==> src/rtl/mips_pkg.sv <==
// Shared pipeline definitions: hazard FSM state encoding, the architectural
// zero register, and the control bundle driven by the hazard control unit.
package mips_pkg;

    typedef enum logic [1:0] {
        HC_RUN      = 2'd0,
        HC_LU_STALL = 2'd1,
        HC_MEM_WAIT = 2'd2
    } hc_state_e;

    localparam logic [4:0] REG_ZERO = 5'd0;

    // Backward-direction control bundle, one field per output port.
    typedef struct packed {
        logic pc_write;
        logic ifid_write;
        logic ifid_flush;
        logic idex_bubble;
        logic idex_hold;
        logic exmem_hold;
    } hc_ctrl_t;

    // Normal flow: everything advances, no flush (branch flush is OR-ed in separately).
    localparam hc_ctrl_t CTRL_RUN = '{pc_write: 1'b1, ifid_write: 1'b1, ifid_flush: 1'b0,
                                      idex_bubble: 1'b0, idex_hold: 1'b0, exmem_hold: 1'b0};
    // Load-use bubble: PC and IF/ID hold, ID/EX receives zeroed control.
    localparam hc_ctrl_t CTRL_BUBBLE = '{pc_write: 1'b0, ifid_write: 1'b0, ifid_flush: 1'b0,
                                         idex_bubble: 1'b1, idex_hold: 1'b0, exmem_hold: 1'b0};
    // Data-memory wait: every register up to EX/MEM keeps its contents.
    localparam hc_ctrl_t CTRL_FREEZE = '{pc_write: 1'b0, ifid_write: 1'b0, ifid_flush: 1'b0,
                                         idex_bubble: 1'b0, idex_hold: 1'b1, exmem_hold: 1'b1};
    // While reset is asserted nothing advances and ID/EX is filled with a NOP.
    localparam hc_ctrl_t CTRL_RESET = CTRL_BUBBLE;

endpackage

==> src/rtl/sat_counter.sv <==
// Enable-driven up counter that sticks at all-ones instead of wrapping.
module sat_counter #(
    parameter int unsigned W = 16
) (
    input  logic         clock,
    input  logic         reset,
    input  logic         enable,
    output logic [W-1:0] count
);

    localparam logic [W-1:0] ONE = W'(1);

    logic [W-1:0] count_q;
    logic [W-1:0] count_d;

    // Next count: increment only when enabled and not yet saturated.
    always_comb begin
        count_d = count_q;
        if (enable && (count_q != {W{1'b1}})) begin
            count_d = count_q + ONE;
        end
    end

    // Count register, cleared asynchronously.
    always_ff @(posedge clock or posedge reset) begin
        if (reset) begin
            count_q <= '0;
        end else begin
            count_q <= count_d;
        end
    end

    assign count = count_q;

endmodule

==> src/rtl/hazard_control_unit.sv <==
// Hold / bubble / flush control for PC, IF/ID, ID/EX and EX/MEM. Handles
// multi-cycle load-use stalls, data-memory wait states and taken-branch flushes,
// and keeps saturating stall and flush counters.
module hazard_control_unit
    import mips_pkg::*;
#(
    parameter int unsigned LOAD_STALL = 1,
    parameter int unsigned CNT_W      = 16
) (
    input  logic             clock,
    input  logic             reset,
    input  logic [4:0]       id_rs,
    input  logic [4:0]       id_rt,
    input  logic             id_uses_rt,
    input  logic             id_branch_taken,
    input  logic             ex_mem_ren,
    input  logic [4:0]       ex_rt,
    input  logic             mem_req,
    input  logic             mem_ready,
    output logic             pc_write,
    output logic             ifid_write,
    output logic             ifid_flush,
    output logic             idex_bubble,
    output logic             idex_hold,
    output logic             exmem_hold,
    output logic [CNT_W-1:0] stall_cycles,
    output logic [CNT_W-1:0] flush_count
);

    // Counter reload on a fresh hazard: the first bubble is issued from RUN.
    localparam logic [2:0] LU_RELOAD = 3'(LOAD_STALL - 1);

    hc_state_e  state_q, state_d;
    hc_state_e  ret_q, ret_d;
    hc_state_e  eff_state;
    logic [2:0] lu_cnt_q, lu_cnt_d;
    logic       lu_hit;
    logic       mem_stall;
    hc_ctrl_t   ctrl;

    assign lu_hit = ex_mem_ren && (ex_rt != REG_ZERO) &&
                    ((ex_rt == id_rs) || (id_uses_rt && (ex_rt == id_rt)));
    assign mem_stall = mem_req && !mem_ready;

    // On the cycle a wait ends, behave as the state the wait interrupted.
    assign eff_state = (state_q == HC_MEM_WAIT) ? ret_q : state_q;

    // Next-state and Mealy output decode, priority mem_stall > load-use > branch.
    always_comb begin
        // NOTE: every signal gets a default first so no path leaves it unassigned (no latches).
        ctrl     = CTRL_RUN;
        state_d  = state_q;
        ret_d    = ret_q;
        lu_cnt_d = lu_cnt_q;

        if (mem_stall) begin
            ctrl    = CTRL_FREEZE;
            state_d = HC_MEM_WAIT;
            if (state_q != HC_MEM_WAIT) begin
                ret_d = state_q;
            end
        end else begin
            state_d = HC_RUN;
            case (eff_state)
                HC_LU_STALL: begin
                    ctrl     = CTRL_BUBBLE;
                    lu_cnt_d = lu_cnt_q - 3'd1;
                    if (lu_cnt_q != 3'd1) begin
                        state_d = HC_LU_STALL;
                    end
                end
                default: begin
                    if (lu_hit) begin
                        ctrl = CTRL_BUBBLE;
                        if (LOAD_STALL > 1) begin
                            lu_cnt_d = LU_RELOAD;
                            state_d  = HC_LU_STALL;
                        end
                    end else begin
                        // A branch is only flushed when nothing is holding ID.
                        ctrl.ifid_flush = id_branch_taken;
                    end
                end
            endcase
        end

        if (reset) begin
            ctrl = CTRL_RESET;
        end
    end

    // State, return-state and bubble-counter registers.
    always_ff @(posedge clock or posedge reset) begin
        // NOTE: sequential state uses non-blocking assignments so all registers update together.
        if (reset) begin
            state_q  <= HC_RUN;
            ret_q    <= HC_RUN;
            lu_cnt_q <= 3'd0;
        end else begin
            state_q  <= state_d;
            ret_q    <= ret_d;
            lu_cnt_q <= lu_cnt_d;
        end
    end

    assign pc_write    = ctrl.pc_write;
    assign ifid_write  = ctrl.ifid_write;
    assign ifid_flush  = ctrl.ifid_flush;
    assign idex_bubble = ctrl.idex_bubble;
    assign idex_hold   = ctrl.idex_hold;
    assign exmem_hold  = ctrl.exmem_hold;

    sat_counter #(.W(CNT_W)) u_stall_cnt (
        .clock  (clock),
        .reset  (reset),
        .enable (!ctrl.pc_write),
        .count  (stall_cycles)
    );

    sat_counter #(.W(CNT_W)) u_flush_cnt (
        .clock  (clock),
        .reset  (reset),
        .enable (ctrl.ifid_flush),
        .count  (flush_count)
    );

endmodule

==> config.mk <==
export PLATFORM = sky130hd
export DESIGN_NAME = hazard_control_unit
export DESIGN_NICKNAME = d
export VERILOG_FILES = /design/src/rtl/mips_pkg.sv /design/src/rtl/sat_counter.sv /design/src/rtl/hazard_control_unit.sv
export SDC_FILE = /design/constraint.sdc
export NUM_CORES = 1
export LEC_CHECK = 0
export CAP_MARGIN = 0
export CORE_MARGIN = 2
export CORE_UTILIZATION = 52
export DETAILED_ROUTE_END_ITERATION = 10
export GPL_TIMING_DRIVEN = 0
export PLACE_DENSITY = 0.87
export SYNTH_ARGS = -nofsm -noshare
export SYNTH_HDL_FRONTEND = slang
export SYNTH_SLANG_ARGS = --single-unit
export TNS_END_PERCENT = 5
==> constraint.sdc <==
create_clock -name clock -period 8.1 [get_ports clock]
set_input_delay 2.43 -clock clock [delete_from_list [all_inputs] [get_ports clock]]
set_output_delay 2.43 -clock clock [all_outputs]
set_load 0.02 [all_outputs]
# After elaboration in Yosys (flattened, before gate mapping)
# Index checks and enable logic that the tools add are counted.
dict set report op_classes {
  n_addsub 3
  n_eq_ne 8
  muxes 10
  bitwise 1
  n_reduce_logical 12
}
# op count
set ops {}
lappend ops {{16-bit by 1-bit adder with 16-bit output, second input constant} 2}
lappend ops {{16-bit != test, second input constant} 2}
lappend ops {{6-bit 2-to-1 mux} 3}
lappend ops {{5-bit == test} 2}
lappend ops {{1-bit logical AND} 6}
lappend ops {{2-bit 2-to-1 mux} 3}
lappend ops {{5-bit nonzero test} 1}
lappend ops {{2-bit AND reduction} 2}
lappend ops {{1-bit 2-to-1 mux} 3}
lappend ops {{3-bit 2-to-1 mux} 1}
lappend ops {{3-bit by 1-bit != test with 1-bit output, second input constant} 1}
lappend ops {{3-bit by 1-bit subtractor with 3-bit output, second input constant} 1}
lappend ops {{2-bit by 1-bit == test with 1-bit output, second input constant} 1}
lappend ops {{2-bit == test, second input constant} 1}
lappend ops {{1-bit logical NOT} 2}
lappend ops {{2-bit != test, second input constant} 1}
lappend ops {{1-bit logical OR} 1}
lappend ops {{1-bit NOT} 1}
dict set report totals {
  reg_bits 39
  inputBits 22
  wordCells 39
}

# Longest topological paths before layout
# Gate-level depths: netlist of the first run.
dict set report logic_depth {
  depth_word 10
  depth_mapped 7
  mapped_depth_nobuf 6
}

# By module
# From an unflattened synthesis of the first run, not the netlist that was laid out.
dict set report hier_totals {
  cells_unflattened 199
  hier_area_um2 2127.0
}
# module n_inst cells_each area_each_um2 seq_area_each_um2
set modules_own_cells {}
lappend modules_own_cells {sat_counter 2 71 805.8 400.4}
lappend modules_own_cells {hazard_control_unit 1 57 515.5 175.2}

# Worst setup path before layout of the first run
# Ideal clock, no wire load.
dict set report synth_timing {
  path_type {input-to-output}
  start {input ex_rt[1]}
  end {output pc_write}
  arrival_ns 3.901
  t_required_ns 5.670
  slack_ns 1.769
  stages 6
  path_cell_list {or4_4 > o21ai_4 > a21oi_4 > buf_6 > nor2_1 > buf_4}
}
dict set report synth_via {
  elab_chain_cells 8
  word_cells_on_any_way 11
  classes_between {eq/ne: 2; mux: 4; reduce/logical: 5}
}
# item line_no
set synth_lines {}
lappend synth_lines {{from (decl)} hazard_control_unit.sv:17} ;# input logic [4:0] ex_rt,
lappend synth_lines {{5-bit == test} hazard_control_unit.sv:42} ;# ((ex_rt == id_rs) || (id_uses_rt && (ex_rt == id_rt)));
lappend synth_lines {{1-bit logical AND} hazard_control_unit.sv:42}
lappend synth_lines {{1-bit logical OR} hazard_control_unit.sv:42}
lappend synth_lines {{1-bit logical AND (*)} hazard_control_unit.sv:41} ;# assign lu_hit = ex_mem_ren && (ex_rt != REG_ZERO) &&
lappend synth_lines {{2-bit 2-to-1 mux (*)} hazard_control_unit.sv:73} ;# if (lu_hit) begin
lappend synth_lines {{6-bit 2-to-1 mux (*)} hazard_control_unit.sv:64} ;# case (eff_state)
lappend synth_lines {{6-bit 2-to-1 mux (*)} hazard_control_unit.sv:56} ;# if (mem_stall) begin
lappend synth_lines {{6-bit 2-to-1 mux (*)} hazard_control_unit.sv:87} ;# if (reset) begin
lappend synth_lines {{to (decl)} hazard_control_unit.sv:20} ;# output logic pc_write,
# Every way passes the cells marked *; elsewhere a longest branch is shown, timed or not.

# Worst setup path after layout of the first run
dict set report layout_timing {
  start {input ex_rt[4]}
  end {output idex_bubble}
}
dict set report layout_via {
  elab_chain_cells 8
  word_cells_on_any_way 11
  classes_between {eq/ne: 2; mux: 4; reduce/logical: 5}
}
# item line_no
set layout_lines {}
lappend layout_lines {{5-bit == test} hazard_control_unit.sv:42}
lappend layout_lines {{1-bit logical AND} hazard_control_unit.sv:42}
lappend layout_lines {{1-bit logical OR} hazard_control_unit.sv:42}
lappend layout_lines {{1-bit logical AND (*)} hazard_control_unit.sv:41}
lappend layout_lines {{3-bit 2-to-1 mux (*)} hazard_control_unit.sv:73}
lappend layout_lines {{6-bit 2-to-1 mux (*)} hazard_control_unit.sv:64}
lappend layout_lines {{6-bit 2-to-1 mux (*)} hazard_control_unit.sv:56}
lappend layout_lines {{6-bit 2-to-1 mux (*)} hazard_control_unit.sv:87}
lappend layout_lines {{to (decl)} hazard_control_unit.sv:23} ;# output logic idex_bubble,
# Marks and branches as above.

==> flow_summary.json, run 1 <==
{
  "core_area_um2": 4000,
  "n_antenna_cell": 0,
  "n_fill_cell": 307,
  "clock_latency_ps": 290,
  "peakVddDrop_mv": 0.166,
  "start_kind": "input pin",
  "worst_pin_slew_ps": 810,
  "hold_buffers": 0,
  "avgSynthCellArea_um2": 10.7,
  "reg2reg_slack_ps": 6030,
  "yosysWarnings": 0,
  "grt_pass1_wl_mm": 7.73,
  "holdWs_ps": 479,
  "wl_per_cell_um": 14.3,
  "period_needed_ps": 7310,
  "p_per_area_nw_per_um2": 210,
  "synth_top_area_share_pct": 45.4,
  "clock_sinks": 39,
  "cts_max_level": 2,
  "grtUsageTotal_pct": 22.2,
  "yosysUniqueCellTypes": 37,
  "grt_antenna_before_repair": 0,
  "grt_pass1_vias": 1626,
  "hold_viol": 0,
  "dr.pass1.iters": 4,
  "num-nets-final": 293,
  "crit_fanout": 10,
  "max_slew_margin_pct": 45.9,
  "arrival_ps": 4880,
  "ctsLongestPathBuffers": 2,
  "die_x_um": 68.3,
  "netlist_top_cells_area": "dfrtp_1 (45%), xor2_1 (9.0%), xnor2_1 (8.1%)",
  "clkTransAtPathRegs_ps": 80,
  "cts_buffers": 5,
  "cts_setup_buffers": 0,
  "cap_violations": 0,
  "cts-root-buf": "clkbuf_8",
  "grt_setup_unrepaired": "false",
  "clock.fmax_mhz": 137,
  "cp-endpoint": "idex_bubble",
  "ant_nets": 0,
  "critical_path_class": "in2out",
  "portBuffers": 59,
  "setup_viol": 0,
  "worstRegToRegCells": 6,
  "syn_inst": 201,
  "dieArea_um2": 4670,
  "gp_congestion": 0.820,
  "final_layout_size_suffix_gt1_share_pct": 11.2,
  "finClkSkew_ps": 5.18,
  "seq_area_frac_synth_pct": 45.4,
  "p_leak_nw": 1.27,
  "finalSetupTns_ps": 0,
  "dp.final_hpwl_mm": 3.40,
  "grt_max_degree": 41,
  "post-route-period-util_pct": 90.3,
  "die_h_um": 68.3,
  "syn_to_final_growth_pct": 34.3,
  "routed_wl_mm": 4.56,
  "drc": 0,
  "crit_start": "ex_rt[4]",
  "synth_top_area_cell": "dfrtp_1",
  "gr-total-overflow": 0,
  "routed-via-count": 1741,
  "vias_per_cell": 5.47,
  "crit_required_ps": 5670,
  "crit-reg2reg-launch": "u_flush_cnt.count[0]",
  "status": "complete, no violations",
  "start_util_pct": 53.8,
  "cts_tree": "yes",
  "area.sequential_um2": 976,
  "ys_seq_elements": 39,
  "maxSlewViolCount": 0,
  "first_iter_violations": 76,
  "syn_area_um2": 2150,
  "rows": 23,
  "cp-end-kind": "output port",
  "ios": 60,
  "multi_input_area_um2": 1100,
  "cts_resized": 0,
  "synth_nets": 227,
  "hold_class": "reg2reg",
  "worst_hold_startpoint": "lu_cnt_q[2]",
  "rr_endpoint": "u_flush_cnt.count[1]"
}
-- worst min-delay path by stage --
stage | to | slack [ps] | cells past startpoint
after global placement | lu_cnt_q[2] | 460 | 1
after detailed placement | lu_cnt_q[2] | 470 | 1
after global routing | lu_cnt_q[2] | 500 | 1
after CTS | lu_cnt_q[2] | 490 | 1
final | lu_cnt_q[2] | 480 | 1
after floorplan | lu_cnt_q[2] | 450 | 1
-- Yosys cell counts --
library cell	count
nor3_2	5
o21ai_0	3
nor4_2	1
o211ai_1	1
inv_1	6
buf_6	2
and4_1	3
a21oi_4	1
or3_1	1
nand3_1	14
nor3b_1	1
dfrtp_1	39
a21oi_1	4
nor4bb_1	1
xnor2_1	20
nand2_1	15
nand2b_1	1
or4_4	1
mux2_2	2
xor2_1	22
buf_2	2
a21oi_2	1
nor4_1	6
o2111ai_1	1
nand4_1	11
ha_1	4
or3_4	1
nor2_1	6
o311ai_4	1
nor3_4	1
and3_1	13
a21o_1	2
and2_1	2
buf_4	2
o21ai_4	1
and3b_1	1
nor3_1	3
-- cell families after synthesis --
logic type,count (synthesis),share of synthesized area [%]
fa+ha+maj,4,2.33
flops,39,45.4
simple gates,87,24.7
xor+xnor,42,17.1
buf+inv,12,3.26
compound gates,15,6.23
mux,2,1.05
-- cell usage in the layout (no fill, tap or decap), types with 2 or more instances in the layout --
| master | instances |
|---|---|
| clkdlybuf4s50_1 | 59 |
| dfrtp_1 | 39 |
| xor2_1 | 22 |
| xnor2_1 | 20 |
| nand2_1 | 15 |
| nand3_1 | 14 |
| and3_1 | 13 |
| nand4_1 | 11 |
| nor4_1 | 6 |
| nor2_1 | 6 |
| inv_1 | 5 |
| nor3_2 | 5 |
| clkbuf_8 | 5 |
| a21oi_1 | 4 |
| ha_1 | 4 |
| and4_1 | 3 |
| nor3_1 | 3 |
| o21ai_0 | 3 |
| clkinv_2 | 3 |
| a21o_1 | 2 |
| mux2_2 | 2 |
| buf_2 | 2 |
| and2_1 | 2 |
| buf_6 | 2 |
| buf_4 | 2 |
-- routing by layer --
metal / share of wire (%) / track usage (%)
met5: 0 / 0
met4: 1.2 / 8.00
met3: 3.9 / 4.28
met2: 48 / 34.2
met1: 47 / 31.1
-- critical path, cell delays in order --
cell and delay (ps):
clkdlybuf4s50_1 470, xor2_1 180, nor4_1 280, nand3_1 180, a21oi_4 350, buf_6 210
o21ai_0 80, nand2_1 70, clkdlybuf4s50_1 610
-- registers in the layout (all words and copies together) (netlist names) --
name,cells
lu_cnt_q,3
ret_q,2
state_q,2
u_flush_cnt.count,16
u_stall_cnt.count,16
-- final cells by class --
type | count | area share [%]
Multi-Input combinational cell | 150 | 38.3
Sequential cell | 39 | 33.8
Timing Repair Buffer | 59 | 20.5
Clock buffer | 5 | 2.38
Tap cell | 50 | 2.17
Buffer | 6 | 1.65
Inverter | 6 | 0.780
Clock inverter | 3 | 0.520
-- stage by stage --
| stage | power (mW) | utilization [%] | worst slack (ps) | cells | instance area (um2) |
|---|---|---|---|---|---|
| 3_5_place_dp | 0.482 | 70.1 | 774 | 310 | 2800 |
| 6_report | 0.606 | 72.2 | 785 | 318 | 2890 |
| 3_3_place_gp | 0.478 | 70.1 | 719 | 310 | 2800 |
| 2_1_floorplan | 0.379 | - | 1770 | 201 | 2150 |
| 4_1_cts | 0.609 | 72.2 | 762 | 318 | 2890 |
| 5_1_grt | 0.639 | 72.2 | 548 | 318 | 2890 |
-- where the power goes --
part / switching (mW) / internal (mW)
combinational: 0.0983 / 0.107
sequential: 0.0450 / 0.229
clock: 0.0679 / 0.0589
Power figures use the tool's default switching activity.
==> inputs of run 2 (changes only) <==
--- a/config.mk
+++ b/config.mk
@@ -9,8 +9,8 @@
 export CORE_MARGIN = 2
 export CORE_UTILIZATION = 52
 export DETAILED_ROUTE_END_ITERATION = 10
-export GPL_TIMING_DRIVEN = 0
 export PLACE_DENSITY = 0.87
+export SLEW_MARGIN = 10
 export SYNTH_ARGS = -nofsm -noshare
 export SYNTH_HDL_FRONTEND = slang
 export SYNTH_SLANG_ARGS = --single-unit
==> flow_summary.json, run 2 (synthesized netlist as in run 1, its figures left out) <==
{
  "grt_setup_unrepaired": "false",
  "cp_slowest_cell": "clkdlybuf4s50_1",
  "period_needed_ps": 7090,
  "dp.final_hpwl_mm": 3.37,
  "worst_pin_slew_ps": 654,
  "routed-via-count": 1747,
  "post-route-period-util_pct": 87.6,
  "clock.fmax_mhz": 141,
  "cts-root-buf": "clkbuf_8",
  "routed_wl_mm": 4.71,
  "die_x_um": 68.3,
  "holdWs_ps": 475,
  "grt_max_degree": 40,
  "dieArea_um2": 4670,
  "seq_power_share_pct": 40.6,
  "hold_buffers": 0,
  "crit_fanout": 12,
  "clock_latency_ps": 300,
  "layout.cells.most_common_list": "clkdlybuf4s50_1 (59), dfrtp_1 (39), xor2_1 (22)",
  "first_iter_violations": 87,
  "final_layout_size_suffix_gt1_share_pct": 9.09,
  "clkTransAtPathRegs_ps": 80,
  "clock_sinks": 39,
  "portBuffers": 59,
  "dr.pass1.iters": 4,
  "p_sw_mw": 0.213,
  "max_slew_margin_pct": 56.4,
  "p_per_area_nw_per_um2": 231,
  "ant_nets": 0,
  "power_frac_clock_pct": 28.7,
  "cp-end-kind": "output port",
  "cap_violations": 0,
  "cts_buffers": 5,
  "grt_pass1_vias": 1643,
  "cts_setup_buffers": 0,
  "path_common_cell": "clkdlybuf4s50_1",
  "num-nets-final": 289,
  "grt_pass1_wl_mm": 7.73,
  "cp.buffers_inverters": 3,
  "crit_required_ps": 5670,
  "crit_path_cell_trace": "clkdlybuf4s50_1 > nand2b_1 > inv_1 > nor3_4 > nand2_1 > nor2_1 > clkdlybuf4s50_1",
  "syn_to_final_growth_pct": 35.0,
  "grtUsageTotal_pct": 22.8,
  "status": "complete, no violations",
  "ios": 60,
  "n_antenna_cell": 0,
  "switching_share_pct": 31.7,
  "cts_tree": "yes",
  "hold_viol": 0,
  "maxSlewViolCount": 0,
  "power.internal_mw": 0.458,
  "core_area_um2": 4000,
  "wl_per_cell_um": 15.0,
  "start_kind": "input pin",
  "cpPeakStageDelay_ps": 620,
  "hold_class": "reg2reg",
  "p_leak_nw": 1.27,
  "peakVddDrop_mv": 0.195,
  "cts_max_level": 2,
  "start_util_pct": 53.8,
  "pwr-share-comb_pct": 30.7,
  "drc": 0,
  "vias_per_cell": 5.56,
  "critical_path_class": "in2out",
  "grt_antenna_before_repair": 0,
  "ctsLongestPathBuffers": 2,
  "final_common_cell": "clkdlybuf4s50_1",
  "finalSetupTns_ps": 0,
  "reg2reg_slack_ps": 5850,
  "setup_viol": 0,
  "crit_family": "buffers and inverters",
  "rows": 23,
  "finClkSkew_ps": 3.91,
  "gr-total-overflow": 0,
  "gp_congestion": 0.861,
  "cts_resized": 0,
  "arrival_ps": 4660,
  "die_h_um": 68.3
}
-- run 2: changes by cell type in the layout (fill, tap and decap cells not counted), sizes merged --
cell,previous run,this run
buf,6,2
bufinv,0,2
clkbuf,5,6
clkinv,3,0
-- run 2: final timing paths --
kind / start / endpoint / cells after the start
max reg2reg: u_stall_cnt.count[0] / u_stall_cnt.count[1] / 6
max: mem_ready / ifid_flush / 7
min: lu_cnt_q[2] / lu_cnt_q[2] / 1
min reg2reg: lu_cnt_q[2] / lu_cnt_q[2] / 1
min in group asynchronous: reset / u_flush_cnt.count[12] / 3
max in group asynchronous: reset / u_flush_cnt.count[2] / 3
-- run 2: final cells by class --
| type | instances | area [um2] |
|---|---|---|
| well taps | 50 | 62.6 |
| repair buffers | 61 | 606 |
| clock buffers | 6 | 72.6 |
| inverters | 6 | 22.5 |
| multi-input cells | 150 | 1100 |
| clock inverters | 2 | 60.1 |
| flip-flops and latches | 39 | 976 |
| fillers | 288 | 1100 |
-- run 2: through the flow --
stage	util [%]	power (mW)	area [um2]	worst slack (ps)	instances
2_1_floorplan	-	0.379	2150	1770	201
3_3_place_gp	69.3	0.477	2770	1030	306
3_5_place_dp	69.3	0.482	2770	1020	306
4_1_cts	72.6	0.676	2900	984	314
5_1_grt	72.6	0.707	2900	854	314
6_report	72.6	0.672	2900	1010	314
-- run 2: metal layers --
layer | vias to the layer above | track usage [%] | part of all wire (%)
li1 | 838 | - | -
met1 | 850 | 28.6 | 44
met2 | 52 | 37.1 | 50
met3 | 7 | 6.74 | 4.9
met4 | 0 | 8.50 | 1.2
met5 | - | 0 | 0
-- run 2: power by group through the flow --
stage / Combinational [mW] / Clock [mW] / Sequential, mW
2_1_floorplan: 0.0704 / 0 / 0.309
3_3_place_gp: 0.202 / 0 / 0.275
3_5_place_dp: 0.207 / 0 / 0.275
4_1_cts: 0.208 / 0.194 / 0.273
5_1_grt: 0.221 / 0.207 / 0.279
6_report: 0.206 / 0.192 / 0.273
==> inputs of run 3 (changes only) <==
--- a/config.mk
+++ b/config.mk
@@ -9,7 +9,7 @@
 export CORE_MARGIN = 2
 export CORE_UTILIZATION = 52
 export DETAILED_ROUTE_END_ITERATION = 10
-export PLACE_DENSITY = 0.87
+export PLACE_DENSITY = 0.95
 export SLEW_MARGIN = 10
 export SYNTH_ARGS = -nofsm -noshare
 export SYNTH_HDL_FRONTEND = slang
==> flow_summary.json, run 3 (synthesized netlist as in run 1, its figures left out) <==
{
  "seq_power_share_pct": 42.2,
  "power_frac_clock_pct": 26.0,
  "p_sw_mw": 0.212,
  "grt_pass1_vias": 1774,
  "reg2reg_slack_ps": 5850,
  "maxSlewViolCount": 0,
  "hold_buffers": 0,
  "gp_congestion": 0.810,
  "num-nets-final": 289,
  "cts-root-buf": "clkbuf_8",
  "whs_path_depth": 1,
  "status": "complete, no violations",
  "rows": 23,
  "final_util_pct": 72.2,
  "dr.pass1.iters": 4,
  "die_h_um": 68.3,
  "p_per_area_nw_per_um2": 224,
  "cts_tree": "yes",
  "max_slew_margin_pct": 59.9,
  "path_common_cell": "clkdlybuf4s50_1",
  "syn_to_final_growth_pct": 34.3,
  "power.internal_mw": 0.435,
  "peakVddDrop_mv": 0.153,
  "cap_violations": 0,
  "vias_per_cell": 5.57,
  "ctsLongestPathBuffers": 2,
  "ios": 60,
  "portBuffers": 59,
  "rr_endpoint": "u_stall_cnt.count[1]",
  "busiest_layer": "met2",
  "final_layout_size_suffix_gt1_share_pct": 9.47,
  "dieArea_um2": 4670,
  "cts_setup_buffers": 0,
  "setup_viol": 0,
  "clock_sinks": 39,
  "crit_fanout": 16,
  "gr-total-overflow": 0,
  "p_leak_nw": 1.27,
  "clock_latency_ps": 290,
  "pwr-share-comb_pct": 31.8,
  "ant_nets": 0,
  "clkTransAtPathRegs_ps": 80,
  "period_needed_ps": 7210,
  "arrival_ps": 4780,
  "layout.cells.most_common_list": "clkdlybuf4s50_1 (59), dfrtp_1 (39), xor2_1 (22)",
  "grt_antenna_before_repair": 0,
  "die_x_um": 68.3,
  "routed_wl_mm": 4.70,
  "finClkSkew_ps": 7.35,
  "crit-reg2reg-launch": "state_q[1]",
  "grt_max_degree": 40,
  "n_antenna_cell": 0,
  "wl_per_cell_um": 15.0,
  "n_fill_cell": 303,
  "core_area_um2": 4000,
  "cts_resized": 0,
  "crit_path_cell_trace": "clkdlybuf4s50_1 > xor2_1 > nor4_1 > nand3_1 > a21oi_4 > buf_4 > nor2_1 > clkdlybuf4s50_1",
  "hold_path_end": "lu_cnt_q[2]",
  "crit_required_ps": 5670,
  "switching_share_pct": 32.8,
  "cts_max_level": 2,
  "worst_hold_startpoint": "lu_cnt_q[2]",
  "gr-usage-met1_pct": 28.2,
  "start_kind": "input pin",
  "routed-via-count": 1749,
  "final_common_cell": "clkdlybuf4s50_1",
  "grt_pass1_wl_mm": 7.89,
  "finalSetupTns_ps": 0,
  "grt_setup_unrepaired": "false",
  "cts_buffers": 5,
  "dp.final_hpwl_mm": 3.47,
  "clock.fmax_mhz": 139,
  "grtUsageMet3_pct": 5.26,
  "critical_path_class": "in2out",
  "first_iter_violations": 146,
  "worst_pin_slew_ps": 602,
  "hold_class": "reg2reg",
  "cp_slowest_cell": "clkdlybuf4s50_1",
  "worstRegToRegCells": 6,
  "cpPeakStageDelay_ps": 550,
  "hold_viol": 0,
  "met2_usage_pct": 38.0,
  "start_util_pct": 53.8,
  "drc": 0,
  "post-route-period-util_pct": 89.0,
  "grtUsageTotal_pct": 23.1,
  "cp-end-kind": "output port"
}
run 3: layer usage:
layer	up-vias	wire, um
li1	831	-
met3	14	247
met2	59	2300
met1	845	2030
met4	0	128
met5	-	0
run 3: final cells by class:
cell class                 instances  area (um2)  share of cell area, %
sequential                        39         976                   33.8
clock inverter                     2        35.0                   1.21
multi-input combinational        150        1100                   38.2
tap                               50        62.6                   2.17
inverter                           6        22.5                  0.780
timing repair buffer              61         606                   21.0
clock buffer                       6        82.6                   2.86
run 3: per-stage QoR:
stage	power [mW]	worst slack, ps	instance area [um2]	cells	hold WS (ps)
floorplan	0.379	1770	2150	201	445
global placement	0.475	994	2770	306	461
detailed placement	0.482	911	2770	306	473
CTS	0.651	898	2890	314	483
global route	0.679	785	2890	314	513
finish	0.647	894	2890	314	481
run 3: power groups by stage:
stage	sequential (mW)	combinational, mW	clock (mW)
finish	0.273	0.205	0.168
global route	0.279	0.221	0.179
CTS	0.272	0.208	0.171
detailed placement	0.275	0.207	0
global placement	0.273	0.202	0
floorplan	0.309	0.0704	0
run 3: how the worst max path moves through the flow:
| stage | from | end | slack [ps] |
|---|---|---|---|
| final | ex_rt[1] | ifid_flush | 890 |
| after CTS | ex_rt[1] | ifid_flush | 900 |
| after floorplan | ex_rt[1] | pc_write | 1770 |
| after global routing | ex_rt[1] | ifid_flush | 790 |
| after detailed placement | ex_rt[1] | ifid_flush | 910 |
| after global placement | ex_rt[1] | ifid_flush | 990 |
run 3: critical path, delay by kind of cell:
family,cells,cell delay (ps)
buf+inv,3,1290
xor+xnor,1,190
simple gates,3,600
compound gates,1,260
